[src/rtl/rcosine_pkg.sv]
// Shared definitions for the raised-cosine serial FIR.
//   NTAP / NSTEP : tap count and MAC steps per output sample
//   CW           : coefficient width (signed)
//   H0..H4       : unique half of the symmetric impulse response, h(k) = h(8-k)
//   out_w()      : output / accumulator width for a given sample width
package rcosine_pkg;

    localparam int NTAP  = 9;
    localparam int NSTEP = 5;
    localparam int CW    = 8;

    localparam logic signed [CW-1:0] H0 = 8'sd0;
    localparam logic signed [CW-1:0] H1 = -8'sd6;
    localparam logic signed [CW-1:0] H2 = 8'sd0;
    localparam logic signed [CW-1:0] H3 = 8'sd38;
    localparam logic signed [CW-1:0] H4 = 8'sd64;

    // Headroom for a (DSIZE+1)-bit pre-sum times an 8-bit coefficient,
    // accumulated over five steps with a DC gain of 128.
    function automatic int out_w(input int dsize);
        return 2 * dsize + 3;
    endfunction

endpackage

[src/rtl/rcosine_mac.sv]
// Pre-adder, single multiplier and accumulator for the folded FIR.
//   fast_clk, n_rst : processing clock, async active-low reset
//   clr             : zero the accumulator on the next edge (wins over en)
//   en              : accumulate the current product on the next edge
//   op_a, op_b      : symmetric tap pair, summed on DSIZE+1 bits
//   coef            : coefficient for this step
//   sum             : accumulator + current product (combinational)
module rcosine_mac
    import rcosine_pkg::*;
#(
    parameter int DSIZE = 8
) (
    input  logic                             fast_clk,
    input  logic                             n_rst,
    input  logic                             clr,
    input  logic                             en,
    input  logic signed [DSIZE-1:0]          op_a,
    input  logic signed [DSIZE-1:0]          op_b,
    input  logic signed [CW-1:0]             coef,
    output logic signed [out_w(DSIZE)-1:0]   sum
);

    localparam int OW = out_w(DSIZE);

    logic signed [DSIZE:0]  pre;
    logic signed [OW-1:0]   pre_ext;
    logic signed [OW-1:0]   coef_ext;
    logic signed [OW-1:0]   prod;
    logic signed [OW-1:0]   acc_q;
    logic signed [OW-1:0]   acc_d;

    // Operands are widened by one bit first so the pair sum never wraps.
    assign pre      = {op_a[DSIZE-1], op_a} + {op_b[DSIZE-1], op_b};
    assign pre_ext  = {{(OW-DSIZE-1){pre[DSIZE]}}, pre};
    assign coef_ext = {{(OW-CW){coef[CW-1]}}, coef};
    assign prod     = pre_ext * coef_ext;
    assign sum      = acc_q + prod;

    always_comb begin
        acc_d = acc_q;
        if (clr) begin
            acc_d = '0;
        end else if (en) begin
            acc_d = sum;
        end
    end

    always_ff @(posedge fast_clk or negedge n_rst) begin
        if (!n_rst) begin
            acc_q <= '0;
        end else begin
            acc_q <= acc_d;
        end
    end

endmodule

[src/rtl/rcosine_serial_fir.sv]
// 9-tap symmetric raised-cosine FIR, one shared multiplier, 5 steps/sample.
//   fast_clk : processing clock, 5x sample rate
//   n_rst    : asynchronous active-low reset
//   din_en   : one-cycle sample strobe
//   din      : signed input sample, taken only when din_en = 1
//   dout     : signed registered result, updated when step 4 completes
module rcosine_serial_fir
    import rcosine_pkg::*;
#(
    parameter int DSIZE = 8
) (
    input  logic                             fast_clk,
    input  logic                             n_rst,
    input  logic                             din_en,
    input  logic signed [DSIZE-1:0]          din,
    output logic signed [out_w(DSIZE)-1:0]   dout
);

    localparam int OW = out_w(DSIZE);

    localparam logic [2:0] ST_0 = 3'd0;
    localparam logic [2:0] ST_1 = 3'd1;
    localparam logic [2:0] ST_2 = 3'd2;
    localparam logic [2:0] ST_3 = 3'd3;
    localparam logic [2:0] ST_4 = 3'd4;

    logic signed [DSIZE-1:0] x_q [NTAP];
    logic signed [DSIZE-1:0] x_d [NTAP];
    logic [2:0]              step_q, step_d;
    logic                    busy_q, busy_d;
    logic signed [OW-1:0]    dout_q, dout_d;

    logic signed [DSIZE-1:0] op_a;
    logic signed [DSIZE-1:0] op_b;
    logic signed [CW-1:0]    op_h;
    logic signed [OW-1:0]    mac_sum;

    // Tap shift register.
    always_comb begin
        for (int k = 0; k < NTAP; k++) begin
            x_d[k] = x_q[k];
        end
        if (din_en) begin
            x_d[0] = din;
            for (int k = 1; k < NTAP; k++) begin
                x_d[k] = x_q[k-1];
            end
        end
    end

    // Operand / coefficient selection for the folded step.
    always_comb begin
        op_a = x_q[4];
        op_b = '0;
        op_h = H4;
        case (step_q)
            ST_0: begin op_a = x_q[0]; op_b = x_q[8]; op_h = H0; end
            ST_1: begin op_a = x_q[1]; op_b = x_q[7]; op_h = H1; end
            ST_2: begin op_a = x_q[2]; op_b = x_q[6]; op_h = H2; end
            ST_3: begin op_a = x_q[3]; op_b = x_q[5]; op_h = H3; end
            default: ;
        endcase
    end

    // Step controller and output register. A strobe always restarts at
    // step 0; dout only commits when step 4 actually executes, so an
    // early strobe silently drops the partial sum while a strobe
    // coincident with step 4 still commits from the pre-shift taps.
    always_comb begin
        step_d = step_q;
        busy_d = busy_q;
        dout_d = dout_q;
        if (busy_q && (step_q == ST_4)) begin
            dout_d = mac_sum;
        end
        if (din_en) begin
            busy_d = 1'b1;
            step_d = ST_0;
        end else if (busy_q) begin
            if (step_q == ST_4) begin
                busy_d = 1'b0;
                step_d = ST_0;
            end else begin
                step_d = step_q + 3'd1;
            end
        end
    end

    always_ff @(posedge fast_clk or negedge n_rst) begin
        if (!n_rst) begin
            for (int k = 0; k < NTAP; k++) begin
                x_q[k] <= '0;
            end
            step_q <= ST_0;
            busy_q <= 1'b0;
            dout_q <= '0;
        end else begin
            for (int k = 0; k < NTAP; k++) begin
                x_q[k] <= x_d[k];
            end
            step_q <= step_d;
            busy_q <= busy_d;
            dout_q <= dout_d;
        end
    end

    rcosine_mac #(
        .DSIZE (DSIZE)
    ) u_mac (
        .fast_clk (fast_clk),
        .n_rst    (n_rst),
        .clr      (din_en),
        .en       (busy_q),
        .op_a     (op_a),
        .op_b     (op_b),
        .coef     (op_h),
        .sum      (mac_sum)
    );

    assign dout = dout_q;

endmodule

[config.mk]
export PLATFORM = sky130hd
export DESIGN_NAME = rcosine_serial_fir
export DESIGN_NICKNAME = d
export VERILOG_FILES = /design/src/rtl/rcosine_pkg.sv /design/src/rtl/rcosine_mac.sv /design/src/rtl/rcosine_serial_fir.sv
export SDC_FILE = /design/constraint.sdc
export NUM_CORES = 1
export LEC_CHECK = 0
export BUFFER_PORTS_ARGS = -buffer_cell sky130_fd_sc_hd__buf_4
export CORE_MARGIN = 2
export CORE_UTILIZATION = 50
export CTS_CLUSTER_SIZE = 14
export DETAILED_ROUTE_END_ITERATION = 16
export GPL_TIMING_DRIVEN = 1
export PLACE_DENSITY = 0.67
export SKIP_CTS_REPAIR_TIMING = 1
export SYNTH_ARGS = -nofsm -noshare
export SYNTH_HDL_FRONTEND = slang
export SYNTH_SLANG_ARGS = --single-unit
[constraint.sdc]
create_clock -name fast_clk -period 12.3 [get_ports fast_clk]
set_clock_uncertainty 0.2 [all_clocks]
set_input_delay 0.615 -clock fast_clk [delete_from_list [all_inputs] [get_ports fast_clk]]
set_output_delay 0.615 -clock fast_clk [all_outputs]
set_load 0.1 [all_outputs]
==> results.yml <==
sta:
  worst_slack_ps: 2447
  setup_violations: 0
  worst_pin_slew_ps: 1043
  maxSlewViolCount: 0
  min_period_over_period_pct: 80.11
  whs_ps: -13.60
  min_period_ps: 9853
  slew_headroom_pct: 30.27
  fmax_mhz: 101.5
  rsz0062_at_grt: "false"
  hold_violations: 31
  tns_ps: 0
worst_setup_path:
  crit_top_cell: "inv_1"
  worstPathArrival_ps: 9900
  startpoint_type: "flip-flop"
  cp_max_fo: 11
  critPathSlowestCell: "nor4_2"
  r2r_slack_ps: 2450
  cp-end-kind: "flip-flop"
  setup.worst_path.class: "flip-flop to flip-flop"
  critPathMaxStageDelay_ps: 650
  worstPathRequired_ps: 12340
worst_hold_path:
  hp-class: "primary input to async pin"
floorplan:
  ios: 30
  start_util_pct: 51.09
  die-area_um2: 17210
  rows: 46
  die_w_um: 131.2
  die_h_um: 131.2
  coreArea_um2: 15830
synth:
  netlist_instances: 766
  ys_top_cells_by_area: "dfrtp_1 35%, mux2_2 13%, fa_1 11%"
  syn-cell-area_um2: 8087
  synth.net_count: 889
  ys_async_sr_fraction_pct: 100.0
  yosysMostFrequentCell: "dfrtp_1"
  yosysSeqAreaShare_pct: 34.66
  ys_warn_count: 0
  synth_edf_count: 0
  syn_area_per_cell_um2: 10.56
  synth_largest_area_cell: "dfrtp_1"
  ys_ff_latch: 112
  yosysUniqueCellTypes: 47
  ys_top_cells_by_count: "112 x dfrtp_1, 91 x mux2_2, 90 x inv_1, 67 x ha_1, 49 x nand2_1"
  synth_top_flop_cell: "dfrtp_1"
  synth_top_area_share_pct: 34.66
clock_network:
  clk_pin_slew_ps: 80
  root_buffer: "clkbuf_16"
  clock_latency_ps: 360
  cts_max_level: 3
  cts_tree: "built"
  cts_sinks: 112
  cts_made_buffers: 9
  cts_buffer_depth: 2
drt:
  firstDrtPassIters: 4
  routed_wl_mm: 15.79
  drc_errors: 0
  drtAntennaViolNets: 0
  drt_iter0_drc: 179
  num_vias: 5433
  avgViaCountPerCell: 5.406
  wl_per_cell_um: 15.72
layout:
  final_util_pct: 55.79
  layout.nets: 907
  diodes: 0
  nFillCells: 1364
  area_growth_pct: 9.191
  drive_gt1_share_pct: 19.01
  final_cells: 1005
status:
  violations: "negative hold slack"
  status: "finished with violations"
place:
  port_buffers: 28
  dp.cells: 989
  gp_congestion: 0.8778
  hpwlAfterDp_mm: 11.60
  pre_cts_ws_ps: 2458
job:
  drv_cap: 0
grt:
  track_usage_pct: 19.26
  grt_max_degree: 82
  grt-ovfl-total: 0
  grt_pass1_wl_mm: 27.08
  grt_pass1_vias: 5724
  antenna_found_initial: 0
-- layout make-up --
| type | instances | area [µm²] | area share, % |
|---|---|---|---|
| multi-input cells | 536 | 4837 | 54.78 |
| well taps | 216 | 270.3 | 3.061 |
| clock buffers | 10 | 239.0 | 2.707 |
| clock inverters | 6 | 80.08 | 0.9069 |
| repair buffers | 35 | 262.8 | 2.976 |
| inverters | 90 | 337.8 | 3.826 |
| flip-flops and latches | 112 | 2803 | 31.74 |
-- worst max-delay path: cells and delay by family (launching register included) --
kind / cells / cell delay (ps)
adders and majority gates: 9 / 3500
DFF: 1 / 400
and+or+nand+nor: 6 / 1530
AOI/OAI and AO/OA: 11 / 2510
muxes: 3 / 930
buffers and inverters: 6 / 520
xor gates and xnor gates: 1 / 150
-- placed cells by master, fill, tap and decap left out, types with 2 or more instances in the layout --
cell type  count
a2111oi_0      2
a211oi_1       5
a21o_1         5
a21oi_1       27
a22oi_1       32
and2_1         8
and3_1         2
buf_4         35
clkbuf_16      9
dfrtp_1      112
fa_1          45
ha_1          67
inv_1         90
inv_6          2
mux2_2        91
mux2i_1       17
nand2_1       49
nand2b_1       8
nand3_1        9
nor2_1        45
nor2b_1       13
nor3_1         5
o211ai_1       2
o21a_1         7
o21ai_0       22
o21bai_1       8
o31ai_1        2
or2_2          4
or3_1          3
xnor2_1       31
xor2_1        11
-- layer usage --
metal | up-vias | GRT usage (%) | part of all wire [%]
met5 | - | 0 | 0
met4 | 0 | 8.756 | 2.9
met3 | 37 | 3.048 | 2.8
met2 | 76 | 32.98 | 50
met1 | 2686 | 24.06 | 44
li1 | 2634 | - | -
-- through the flow --
| stage | area, µm² | hold slack [ps] |
|---|---|---|
| 6_report | 8830 | -13.60 |
| 5_1_grt | 8830 | 8.984 |
| 4_1_cts | 8830 | -10.09 |
| 3_5_place_dp | 8511 | 267.9 |
| 3_3_place_gp | 8511 | 267.8 |
| 2_1_floorplan | 8087 | 119.4 |
-- state kept, by name (all words and copies together), names as in the netlist --
signal and cells:
busy_q 1, dout 18, step_q 3, u_mac.acc_q 18
x_q 72
-- cells by family after synthesis --
kind of cell | synth area share, %
compound gates | 9.810
fa+ha+maj | 21.51
flops | 34.66
mux | 14.78
xor+xnor | 4.843
other cells | 0.04637
simple gates | 8.835
buf+inv | 5.524
-- final timing paths --
kind,startpoint,cells past startpoint,end
min in group fast_clk,dout[5]$_DFFE_PN0P_,2,dout[5]$_DFFE_PN0P_
worst max register to register,step_q[1]$_DFFE_PN0N_,36,u_mac.acc_q[18]$_DFFE_PN0N_
worst min-delay path,n_rst,1,dout[14]$_DFFE_PN0P_
max in group asynchronous,n_rst,2,x_q[23]$_DFFE_PN0P_
worst max-delay path,step_q[1]$_DFFE_PN0N_,36,u_mac.acc_q[18]$_DFFE_PN0N_
worst min register to register,dout[5]$_DFFE_PN0P_,2,dout[5]$_DFFE_PN0P_
Power is left out: the tool's default activity adds up to more than one toggle a clock period on the data nets, which glitch-free logic cannot reach.
